<file path="src/rtl/alu_arbiter_pkg.sv">
// Shared definitions for the two-port ALU scheduler: FSM states and ALU opcodes.
package alu_arbiter_pkg;

  typedef enum logic [1:0] {
    ST_IDLE = 2'd0,
    ST_EXEC = 2'd1,
    ST_RESP = 2'd2
  } state_e;

  localparam logic [2:0] OP_ADD = 3'd0;
  localparam logic [2:0] OP_SUB = 3'd1;
  localparam logic [2:0] OP_AND = 3'd2;
  localparam logic [2:0] OP_OR  = 3'd3;
  localparam logic [2:0] OP_XOR = 3'd4;
  localparam logic [2:0] OP_NOT = 3'd5;
  localparam logic [2:0] OP_SHR = 3'd6;
  localparam logic [2:0] OP_SHL = 3'd7;

endpackage

</file>
<file path="src/rtl/alu_arbiter_alu.sv">
// Combinational 8-bit ALU; carry is bit 8 of a 9-bit evaluation of each operation.
module alu
  import alu_arbiter_pkg::*;
(
  input  logic [2:0] opcode_i,
  input  logic [7:0] a_i,
  input  logic [7:0] b_i,
  output logic [7:0] out_o,
  output logic       cy_o,
  output logic       zero_o
);

  logic [8:0] a9;
  logic [8:0] b9;
  logic [8:0] res9;

  assign a9 = {1'b0, a_i};
  assign b9 = {1'b0, b_i};

  // Evaluate everything 9 bits wide so NOT sets bit 8 and SHL shifts bit 7 out into the carry
  always_comb begin
    res9 = 9'd0;
    case (opcode_i)
      OP_ADD:  res9 = a9 + b9;
      OP_SUB:  res9 = a9 - b9;
      OP_AND:  res9 = a9 & b9;
      OP_OR:   res9 = a9 | b9;
      OP_XOR:  res9 = a9 ^ b9;
      OP_NOT:  res9 = ~a9;
      OP_SHR:  res9 = a9 >> b_i;
      OP_SHL:  res9 = a9 << b_i;
      default: res9 = 9'd0;
    endcase
  end

  assign out_o  = res9[7:0];
  assign cy_o   = res9[8];
  assign zero_o = (res9[7:0] == 8'd0);

endmodule

</file>
<file path="src/rtl/alu_arbiter.sv">
// Round-robin scheduler sharing one ALU between two valid/ready requesters.
module alu_arbiter
  import alu_arbiter_pkg::*;
#(
  parameter int CNT_W = 8
) (
  input  logic             clk,
  input  logic             rst,
  input  logic [1:0]       req_valid,
  output logic [1:0]       req_ready,
  input  logic [2:0]       req_opcode0,
  input  logic [2:0]       req_opcode1,
  input  logic [7:0]       req_a0,
  input  logic [7:0]       req_a1,
  input  logic [7:0]       req_b0,
  input  logic [7:0]       req_b1,
  output logic [1:0]       rsp_valid,
  input  logic [1:0]       rsp_ready,
  output logic [7:0]       rsp_result,
  output logic             rsp_cy,
  output logic             rsp_zero,
  output logic             busy,
  output logic [CNT_W-1:0] op_count0,
  output logic [CNT_W-1:0] op_count1
);

  localparam logic [CNT_W-1:0] CNT_ONE = {{(CNT_W-1){1'b0}}, 1'b1};

  state_e           state_q;
  logic             last_served_q;
  logic             id_q;
  logic [2:0]       opcode_q;
  logic [7:0]       a_q;
  logic [7:0]       b_q;
  logic [7:0]       rsp_result_q;
  logic             rsp_cy_q;
  logic             rsp_zero_q;
  logic [1:0]       rsp_valid_q;
  logic             busy_q;
  logic [CNT_W-1:0] op_count0_q;
  logic [CNT_W-1:0] op_count1_q;

  logic             grant;
  logic             grant_valid;
  logic [2:0]       opcode_d;
  logic [7:0]       a_d;
  logic [7:0]       b_d;
  logic [CNT_W-1:0] op_count0_d;
  logic [CNT_W-1:0] op_count1_d;

  logic [7:0]       alu_out;
  logic             alu_cy;
  logic             alu_zero;

  // Grant only while idle; on a tie the requester not served last time wins
  always_comb begin
    grant       = 1'b0;
    grant_valid = 1'b0;
    if (state_q == ST_IDLE) begin
      case (req_valid)
        2'b01: begin
          grant       = 1'b0;
          grant_valid = 1'b1;
        end
        2'b10: begin
          grant       = 1'b1;
          grant_valid = 1'b1;
        end
        2'b11: begin
          grant       = ~last_served_q;
          grant_valid = 1'b1;
        end
        default: begin
          grant       = 1'b0;
          grant_valid = 1'b0;
        end
      endcase
    end
  end

  assign req_ready = grant_valid ? (2'b01 << grant) : 2'b00;

  // Pick the operand set of the granted requester and precompute the counter increments
  always_comb begin
    opcode_d    = grant ? req_opcode1 : req_opcode0;
    a_d         = grant ? req_a1 : req_a0;
    b_d         = grant ? req_b1 : req_b0;
    op_count0_d = op_count0_q + CNT_ONE;
    op_count1_d = op_count1_q + CNT_ONE;
  end

  alu u_alu (
    .opcode_i (opcode_q),
    .a_i      (a_q),
    .b_i      (b_q),
    .out_o    (alu_out),
    .cy_o     (alu_cy),
    .zero_o   (alu_zero)
  );

  // Accept, execute, hold the response until the owner consumes it; reset discards any operation in flight
  always_ff @(posedge clk or posedge rst) begin
    if (rst) begin
      state_q       <= ST_IDLE;
      last_served_q <= 1'b1;
      id_q          <= 1'b0;
      opcode_q      <= 3'd0;
      a_q           <= 8'd0;
      b_q           <= 8'd0;
      rsp_result_q  <= 8'd0;
      rsp_cy_q      <= 1'b0;
      rsp_zero_q    <= 1'b0;
      rsp_valid_q   <= 2'b00;
      busy_q        <= 1'b0;
      op_count0_q   <= '0;
      op_count1_q   <= '0;
    end else begin
      case (state_q)
        ST_IDLE: begin
          if (grant_valid) begin
            opcode_q <= opcode_d;
            a_q      <= a_d;
            b_q      <= b_d;
            id_q     <= grant;
            busy_q   <= 1'b1;
            state_q  <= ST_EXEC;
          end
        end
        ST_EXEC: begin
          rsp_result_q <= alu_out;
          rsp_cy_q     <= alu_cy;
          rsp_zero_q   <= alu_zero;
          rsp_valid_q  <= 2'b01 << id_q;
          state_q      <= ST_RESP;
        end
        ST_RESP: begin
          if (rsp_ready[id_q]) begin
            last_served_q <= id_q;
            if (id_q) begin
              op_count1_q <= op_count1_d;
            end else begin
              op_count0_q <= op_count0_d;
            end
            rsp_valid_q <= 2'b00;
            busy_q      <= 1'b0;
            state_q     <= ST_IDLE;
          end
        end
        default: begin
          rsp_valid_q <= 2'b00;
          busy_q      <= 1'b0;
          state_q     <= ST_IDLE;
        end
      endcase
    end
  end

  assign rsp_valid  = rsp_valid_q;
  assign rsp_result = rsp_result_q;
  assign rsp_cy     = rsp_cy_q;
  assign rsp_zero   = rsp_zero_q;
  assign busy       = busy_q;
  assign op_count0  = op_count0_q;
  assign op_count1  = op_count1_q;

endmodule

</file>
<file path="config.mk">
export PLATFORM = sky130hd
export DESIGN_NAME = alu_arbiter
export DESIGN_NICKNAME = d
export VERILOG_FILES = /design/src/rtl/alu_arbiter_pkg.sv /design/src/rtl/alu_arbiter_alu.sv /design/src/rtl/alu_arbiter.sv
export SDC_FILE = /design/constraint.sdc
export NUM_CORES = 1
export LEC_CHECK = 0
export ABC_AREA = 0
export ABC_CLOCK_PERIOD_IN_PS = 2800
export BUFFER_PORTS_ARGS = -buffer_cell sky130_fd_sc_hd__buf_2
export CAP_MARGIN = 20
export CORE_ASPECT_RATIO = 1.25
export CORE_MARGIN = 2
export CORE_UTILIZATION = 51
export DETAILED_ROUTE_END_ITERATION = 7
export HOLD_SLACK_MARGIN = 0.05
export PLACE_DENSITY = 0.87
export RECOVER_POWER = 25
export SLEW_MARGIN = 20
export SYNTH_ARGS = -nofsm -noshare
export SYNTH_HDL_FRONTEND = slang
export SYNTH_SLANG_ARGS = --single-unit
</file>
<file path="constraint.sdc">
create_clock -name clk -period 2.8 [get_ports clk]
set_input_delay 0.14 -clock clk [delete_from_list [all_inputs] [get_ports clk]]
set_output_delay 0.14 -clock clk [all_outputs]
set_load 0.03 [all_outputs]
</file>
Yosys cells after proc, flatten, opt, wreduce, memory -nomap -nowiden
Cells that the tools add are included.

word-level totals
  register bits = 52
  memories = 0
  bits in read-only memories = 0
  output and inout bits = 31
  RAM bits = 0
  logic and storage cells = 73
  latch bits = 0

operators by class
  equality and inequality tests = 14
  $mul = 0
  shifts and indexed selects = 4
  $add $sub $neg = 4
  reduce and logical (&&, ||, !) cells = 11
  mux-type cells = 18
  $lt $le $gt $ge = 1
  div/mod/pow operators = 0
  bitwise logic cells = 8

operators by type and width
  kind                                                 number
  one-hot mux 9 bit (8 select lines)                   1
  adder 8 x 1 -> 8 bit, second input constant          2
  2-to-1 mux 8 bit                                     2
  equality test 3 bit, second input constant           4
  one-hot mux 2 bit (3 select lines)                   2
  adder 8 x 8 -> 9 bit                                 1
  inverter 8 -> 9 bit                                  1
  AND reduction 3 bit                                  3
  << shifter 8 x 8 -> 9 bit                            1
  right shift 8 x 8 -> 9 bit                           1
  subtractor 8 x 8 -> 9 bit                            1
  bitwise AND 8 bit                                    1
  zero test 8 bit                                      1
  bitwise OR 8 bit                                     1
  AND reduction 2 bit                                  4
  XOR 8 bit                                            1
  2-to-1 mux 1 bit                                     7
  equality test 2 bit, second input constant           3
  equality test 3 x 2 -> 1 bit, second input constant  2
  2-to-1 mux 2 bit                                     3
  equality test 2 x 1 -> 1 bit, second input constant  2
  inequality test 2 bit, second input constant         2
  inverter 1 bit                                       4
  << shifter 1 x 1 -> 2 bit, first input constant      2
  other kinds (8)                                      8

Logic depth before layout (Yosys ltp)
Gate-level depths: netlist of the first run.

  depth after elaboration = 6
  gate-level depth with buffers = 15
  gate-level depth less buffers = 13

Cells and area by module
From an unflattened synthesis of the first run, not the netlist that was laid out.

unflattened totals
  cell total of the unflattened synthesis = 435
  area total of the unflattened synthesis = 4073.9 um^2

modules (own cells, without submodules)
  module       sequential area each (um^2)  cells each  area each (um^2)  instances
  alu_arbiter  1302.5                       191         2363.5            1
  alu          0.0                          244         1710.4            1

Least setup slack after synthesis of the first run
Ideal clock, no wire load.

  path type = flip-flop to flip-flop
  from = reg opcode_q[0]
  to = reg rsp_zero_q (netlist: rsp_zero)
  cell stages (with the launch flop) = 15
  arrival = 2.960 ns
  slack = -0.281 ns
  required time = 2.678 ns
  cells stage by stage = dfrtp_1 -> buf_2 -> buf_2 -> clkbuf_1 -> nand2_1 -> nand2_1 -> o21ai_0 -> fa_1 -> nand2b_1 -> a211oi_1 -> o22a_1 -> xor2_1 -> o22ai_1 -> and4b_1 -> a32o_1

on the way
  cells in the longest elaborated chain, start to end = 3
  elaborated cells on any way between the ends = 10

ends and longest elaborated chain
  what                                               RTL line               text
  start, declared                                    alu_arbiter.sv:32      logic [2:0] opcode_q;
  start signal, assigned                             alu_arbiter.sv:121     opcode_q <= opcode_d;
  equality test 3 bit, or another cell as far along  alu_arbiter_alu.sv:23  case (opcode_i)
  one-hot mux 9 bit (8 select lines) (*)             alu_arbiter_alu.sv:23
  zero test 8 bit (*)                                alu_arbiter_alu.sv:38  assign zero_o = (res9[7:0] == 8'd0);
  end signal, assigned                               alu_arbiter.sv:132     rsp_zero_q <= alu_zero;
  end, declared                                      alu_arbiter.sv:37      logic rsp_zero_q;

Mark *: on every way between the ends. The rest lies on a longest branch, timed or not.
A chain may end at the register's enable or synchronous reset.

Final worst setup path of the first run
  from = reg b_q[0]
  to = reg rsp_zero_q (netlist: rsp_zero)

on the way
  cells in the longest elaborated chain, start to end = 3
  elaborated cells on any way between the ends = 9

ends and longest elaborated chain
  what                                                     RTL line               text
  start, declared                                          alu_arbiter.sv:34      logic [7:0] b_q;
  start signal, assigned                                   alu_arbiter.sv:109     b_q <= 8'd0;
  start signal, assigned                                   alu_arbiter.sv:123     b_q <= b_d;
  subtractor 8 x 8 -> 9 bit, or another cell as far along  alu_arbiter_alu.sv:25  OP_SUB: res9 = a9 - b9;
  one-hot mux 9 bit (8 select lines) (*)                   alu_arbiter_alu.sv:23
  zero test 8 bit (*)                                      alu_arbiter_alu.sv:38

Marked as above.

==> results of run 1 <==
==> logic make-up (layout without fill, tap and decap cells) <==
group	count (synthesis)	after routing	share of synthesized area
simple gates	116	116	0.155
compound gates	108	108	0.212
buf+inv	64	177	0.0652
flops	52	52	0.344
fa+ha+maj	28	28	0.0946
xor+xnor	26	26	0.0602
mux	20	20	0.0681
other cells	0	1	0
==> state kept, by name (all words and copies together) (netlist names) <==
| signal | count |
|---|---|
| opcode_q | 3 |
| busy | 1 |
| b_q | 8 |
| state_q | 2 |
| id_q | 1 |
| op_count1 | 8 |
| rsp_zero | 1 |
| op_count0 | 8 |
| a_q | 8 |
| rsp_result | 8 |
| rsp_valid | 2 |
| rsp_cy | 1 |
| last_served_q | 1 |
==> power by group through the flow <==
stage | clock, mW | combinational, mW | sequential (mW)
4_1_cts | 0.482 | 4.63 | 1.43
5_1_grt | 0.520 | 5.54 | 1.50
3_5_place_dp | 0 | 4.53 | 1.44
6_report | 0.478 | 5.14 | 1.46
3_3_place_gp | 0 | 4.43 | 1.42
2_1_floorplan | 0 | 2.98 | 1.63
==> worst reg2reg max path, stage by stage, from the launching register on <==
cell,delay (ns)
dfrtp_1,0.44
inv_2,0.08
ha_4,0.26
nand2_1,0.05
o21ai_2,0.08
inv_1,0.07
ha_1,0.26
nor2b_1,0.13
o21ai_0,0.25
a211oi_1,0.16
o41ai_2,0.30
xnor2_1,0.13
a221oi_2,0.29
a32o_1,0.21
==> synth_stat cells, types with 7 or more instances <==
| cell | instances |
|---|---|
| a222oi_1 | 19 |
| clkbuf_1 | 15 |
| dfrtp_1 | 51 |
| ha_1 | 27 |
| inv_1 | 43 |
| mux2i_1 | 10 |
| nand2_1 | 39 |
| nand2b_1 | 8 |
| nand3_1 | 7 |
| nand4_1 | 7 |
| nor2_1 | 26 |
| nor2b_1 | 8 |
| o21ai_0 | 31 |
| xnor2_1 | 19 |
| xor2_1 | 7 |
==> per-layer routing <==
layer,vias up,track usage,part of all wire
met3,57,0.0522,0.067
li1,1745,-,-
met4,0,0.158,0.051
met2,218,0.563,0.52
met1,1909,0.363,0.36
met5,-,0,0
==> final cells by class <==
| cell class | count | area (µm²) | area share |
|---|---|---|---|
| Clock buffer | 5 | 68.8 | 0.0143 |
| Multi-Input combinational cell | 298 | 2340 | 0.486 |
| Timing Repair Buffer | 126 | 792 | 0.165 |
| Clock inverter | 3 | 33.8 | 0.00702 |
| Inverter | 43 | 161 | 0.0335 |
| Antenna cell | 1 | 2.50 | 0.000520 |
| Sequential cell | 52 | 1300 | 0.271 |
| Tap cell | 92 | 115 | 0.0239 |
==> final timing paths <==
| path | slack, ns | cells past startpoint | startpoint | to |
|---|---|---|---|---|
| max in group asynchronous | 1.48 | 4 | rst | last_served_q |
| min | 0.05 | 3 | req_a0[4] | a_q[4] |
| max reg2reg | 0.04 | 13 | b_q[0] | rsp_zero |
| max | 0.04 | 13 | b_q[0] | rsp_zero |
| min in group asynchronous | 0.43 | 3 | rst | op_count1[5] |
| min reg2reg | 0.50 | 1 | op_count1[7] | op_count1[7] |
==> what timing repair did <==
item | CTS | global route
hold endpoints to repair | 30 | 0
hold buffers | 18 | 0
setup buffers | 0 | 5
gates resized for setup | 1 | 19
endpoints found under the setup margin | 2 | 4
pin swaps | 0 | 11
==> flow_summary.json, run 1 <==
{
  "status": "finished, final reports clean",
  "synthFlopType": "dfrtp_1",
  "p_total_mw": 7.08,
  "final_nets": 598,
  "drt-initial-drc-count": 369,
  "yosysSeqAreaShare": 0.344,
  "clock_latency_ns": 0.32,
  "critical_path_class": "register to register",
  "internal_power_mw": 3.49,
  "arrival_ns": 3.02,
  "cts.sinks": 52,
  "synthArstFlopShare": 1.00,
  "instances_no_fill": 620,
  "final_area_mm2": 0.00481,
  "critPathMaxStageDelay_ns": 0.44,
  "cts_tree": "done",
  "max_freq_ghz": 0.363,
  "drive_gt1_frac": 0.258,
  "place_worst_setup_slack_ns": -0.0595,
  "ys_warn_count": 0,
  "power.switching_mw": 3.59,
  "synthDistinctLibCells": 56,
  "period_needed_ns": 2.76,
  "yosys.area.top_type_share": 0.337,
  "grt_pass1_vias": 3996,
  "max_cap_violations": 0,
  "relSlewSlack": 0.588,
  "critPathCaptureType": "register",
  "cp-start-kind": "register",
  "crit_buf_inv": 2,
  "num_vias": 3929,
  "synth_edf_count": 0,
  "tns_ns": 0,
  "layout_commonest_cell": "buf_2",
  "syn_area_per_cell_um2": 9.14,
  "clkPwrFrac": 0.068,
  "cp_max_fo": 4,
  "layout_common_cells": "buf_2 (57), dfrtp_1 (51), inv_1 (41)",
  "p_leak_nw": 2.34,
  "placed_area_mm2": 0.00441,
  "drc_errors": 0,
  "setup_ws_ns": 0.0449,
  "synth_top_area_cell": "dfrtp_1",
  "syn_area_mm2": 0.00378,
  "io_buffers": 74,
  "areaGrowthSynthToFinish_pct": 27.3,
  "final_util": 0.662,
  "avgViaCountPerCell": 6.34,
  "swShare": 0.507,
  "crit_slowest_cell": "dfrtp_1",
  "clock_tree.root_cell": "clkbuf_8",
  "rsz0062_at_grt": "yes",
  "worst_pin_slew_ns": 0.617,
  "place_hpwl_um": 8730,
  "critPathRequiredTime_ns": 3.07,
  "nFillCells": 607,
  "hold_class": "input pin to register",
  "gp_congestion": 0.984,
  "dieHeight_um": 100,
  "row_count": 35,
  "grt_antenna_before_repair": 1,
  "synth.net_count": 486,
  "powerDensity_mw_per_mm2": 1470,
  "peakVddDrop_v": 0.000753,
  "hold_ws_ns": 0.0499,
  "min_period_over_period": 0.984,
  "p_seq_frac": 0.206,
  "clockBufferDepth": 2,
  "grt_pass1_wl_um": 19800,
  "ys_ff_latch": 52,
  "setup_viol": 0,
  "synth.area.top_cells": "dfrtp_1 (34%), ha_1 (8.9%), a222oi_1 (5.0%), xnor2_1 (4.4%), inv_1 (4.3%)",
  "cp_top_family": "compound AO/OA/AOI/OAI gates",
  "synth_cells": 414,
  "placed_cells": 588,
  "hold_viol": 0,
  "io_pins": 75,
  "cts.reportedPaths.clkPinSlew_ns": 0.11,
  "grt_start_max_net_pins": 37,
  "worstPathCellList": "inv_2 -> ha_4 -> nand2_1 -> o21ai_2 -> inv_1 -> ha_1 -> nor2b_1 -> o21ai_0 -> a211oi_1 -> o41ai_2 -> xnor2_1 -> a221oi_2 -> a32o_1",
  "finalMaxSlewViolations": 0,
  "power_frac_comb": 0.726,
  "ant_nets": 0,
  "die_w_um": 81.0,
  "detail_route.first_pass.iterations": 8,
  "overflow": 0,
  "finClkSkew_ns": 0.0139,
  "cts_buffers": 5,
  "h-tree-depth": 2,
  "start_util": 0.520,
  "grtUsageTotal": 0.317,
  "wl_per_cell_um": 19.7,
  "die_area_mm2": 0.00813,
  "wl_um": 12200,
  "core-area_mm2": 0.00727
}
No activity file was read; power rests on OpenSTA's default activity.
==> run 2, diff against run 1 <==
- PLACE_DENSITY: 0.87 -> 0.86
- SYNTH_HIERARCHICAL: default -> 1
==> flow_summary.json, run 2 <==
{
  "areaGrowthSynthToFinish_pct": 20.4,
  "violations": "max-capacitance violations, negative setup slack",
  "critical_path_class": "register to register",
  "hold_viol": 0,
  "grt_antenna_before_repair": 0,
  "syn_area_mm2": 0.00407,
  "syn_area_per_cell_um2": 9.37,
  "grt_start_max_net_pins": 42,
  "ys_top_cells_by_count": "dfrtp_1 (51), nand2_1 (31), ha_1 (27)",
  "die_w_um": 83.9,
  "cts_tree": "done",
  "layout_commonest_cell": "dfrtp_1",
  "io_buffers": 74,
  "relSlewSlack": 0.0163,
  "synth.area.top_cells": "dfrtp_1 (31%), ha_1 (8.3%), a221o_1 (4.7%), mux2i_1 (4.2%), and4_1 (4.1%)",
  "critPathRequiredTime_ns": 3.07,
  "final_util": 0.629,
  "rsz0062_at_grt": "yes",
  "grt_pass1_vias": 3961,
  "drc_errors": 0,
  "finClkSkew_ns": 0.0121,
  "cp_top_family": "compound AO/OA/AOI/OAI gates",
  "row_count": 36,
  "synthArstFlopShare": 1.00,
  "powerDensity_mw_per_mm2": 1500,
  "clockBufferDepth": 2,
  "overflow": 0,
  "die_area_mm2": 0.00872,
  "clock_latency_ns": 0.31,
  "yosysSeqAreaShare": 0.320,
  "h-tree-depth": 2,
  "cp_max_fo": 3,
  "avgViaCountPerCell": 6.30,
  "finalMaxSlewViolations": 0,
  "core-area_mm2": 0.00779,
  "period_needed_ns": 2.83,
  "final_nets": 596,
  "cp-start-kind": "register",
  "grt_pass1_wl_um": 19100,
  "hold_class": "input pin to register",
  "layout_common_cells": "dfrtp_1 (49), buf_2 (45), buf_4 (36)",
  "start_util": 0.523,
  "critPathCaptureType": "register",
  "cts.sinks": 52,
  "synth_edf_count": 0,
  "drt-initial-drc-count": 303,
  "status": "finished with violations",
  "crit_slowest_cell": "dfrtp_1",
  "nFillCells": 618,
  "crit_buf_inv": 1,
  "yosys.area.top_type_share": 0.313,
  "instances_no_fill": 620,
  "p_leak_nw": 2.21,
  "gp_congestion": 0.993,
  "detail_route.first_pass.iterations": 5,
  "place_hpwl_um": 8770,
  "synth_top_area_cell": "dfrtp_1",
  "synth_cells": 435,
  "wl_um": 11800,
  "cts.reportedPaths.clkPinSlew_ns": 0.11,
  "min_period_over_period": 1.01,
  "io_pins": 75,
  "num_vias": 3907,
  "max_freq_ghz": 0.353,
  "setup_viol": 2,
  "wl_per_cell_um": 19.1,
  "synth.net_count": 507,
  "peakVddDrop_v": 0.00101,
  "placed_cells": 605,
  "ant_nets": 0,
  "worst_pin_slew_ns": 1.47,
  "grtUsageTotal": 0.267,
  "yosysMostFrequentCell": "dfrtp_1",
  "worstPathCellList": "nor2_4 -> nand2_2 -> mux2i_2 -> fa_2 -> buf_4 -> a21o_1 -> a21oi_2 -> xor2_1 -> a32oi_2 -> a2111o_1 -> nor4_2 -> mux2_4",
  "arrival_ns": 3.10,
  "dieHeight_um": 104,
  "ys_warn_count": 6,
  "cts_buffers": 5,
  "antenna_cells": 0,
  "clock_tree.root_cell": "clkbuf_8",
  "ys_ff_latch": 52,
  "setup_ws_ns": -0.0309,
  "p_total_mw": 7.35,
  "max_cap_violations": 1,
  "drive_gt1_frac": 0.265,
  "synthFlopType": "dfrtp_1",
  "critPathMaxStageDelay_ns": 0.43,
  "synthDistinctLibCells": 61,
  "place_worst_setup_slack_ns": -0.0450
}
[run 2: changes by cell type after synthesis, sizes merged, moves of 7 or more]
| cell | before | now |
|---|---|---|
| a222oi | 19 | 0 |
| and4 | 0 | 19 |
| inv | 43 | 25 |
| o21ai | 31 | 14 |
| a221o | 3 | 19 |
| a211oi | 4 | 16 |
| nand2b | 8 | 18 |
| a31oi | 1 | 9 |
| nand2 | 39 | 31 |
| buf | 6 | 13 |
| mux2i | 10 | 17 |
[run 2: worst paths after layout]
path	startpoint	end	cells past startpoint	slack (ns)
setup / recovery	opcode_q[1]	rsp_zero	12	-0.03
hold / removal	req_b1[3]	b_q[3]	2	0.06
setup reg to reg	opcode_q[1]	rsp_zero	12	-0.03
hold reg to reg	op_count0[7]	op_count0[7]	1	0.49
max in group asynchronous	rst	b_q[1]	3	1.02
min in group asynchronous	rst	op_count1[0]	3	0.81
[run 2: cell type report]
type / instances / area (µm²) / area share
Tap cell: 95 / 119 / 0.0242
Clock inverter: 3 / 33.8 / 0.00689
Multi-Input combinational cell: 326 / 2630 / 0.536
Clock buffer: 5 / 68.8 / 0.0140
Sequential cell: 52 / 1310 / 0.266
Timing Repair Buffer: 114 / 657 / 0.134
Inverter: 25 / 93.8 / 0.0191
[run 2: metrics by stage]
step	area, µm²	setup TNS (ns)	hold WS, ns
after floorplan	4130	-0.144	0.285
after global placement	4690	0	0.342
after detailed placement	4690	-0.0450	0.348
after CTS	4820	-0.0136	0.0555
after global routing	4900	-0.287	0.0569
final	4900	-0.0333	0.0572
[run 2: where the power goes]
| group | switching [mW] | internal, mW |
|---|---|---|
| Combinational | 2.95 | 2.43 |
| Clock | 0.280 | 0.189 |
| Sequential | 0.450 | 1.06 |
| Total | 3.68 | 3.67 |
[run 2: what timing repair did]
item	4_1_cts	5_1_grt
endpoints found under the setup margin	1	3
hold buffers	1	0
buffers inserted	1	5
pin swaps	1	15
gates resized for setup	3	22
hold endpoints to repair	39	0
[run 2: routing by layer]
metal	routed length (µm)	vias up	track usage
met4	612	0	0.134
li1	-	1784	-
met2	6220	177	0.482
met3	558	51	0.0270
met5	0	-	0
met1	4430	1895	0.312
[run 2: logic make-up after synthesis]
group                      after synthesis  synth area share
muxes                                   31            0.0860
AOI/OAI and AO/OA                      100             0.182
and+or+nand+nor                        143             0.211
xor gates and xnor gates                24            0.0516
adders and majority gates               28            0.0878
buffers and inverters                   57            0.0614
DFF                                     52             0.320
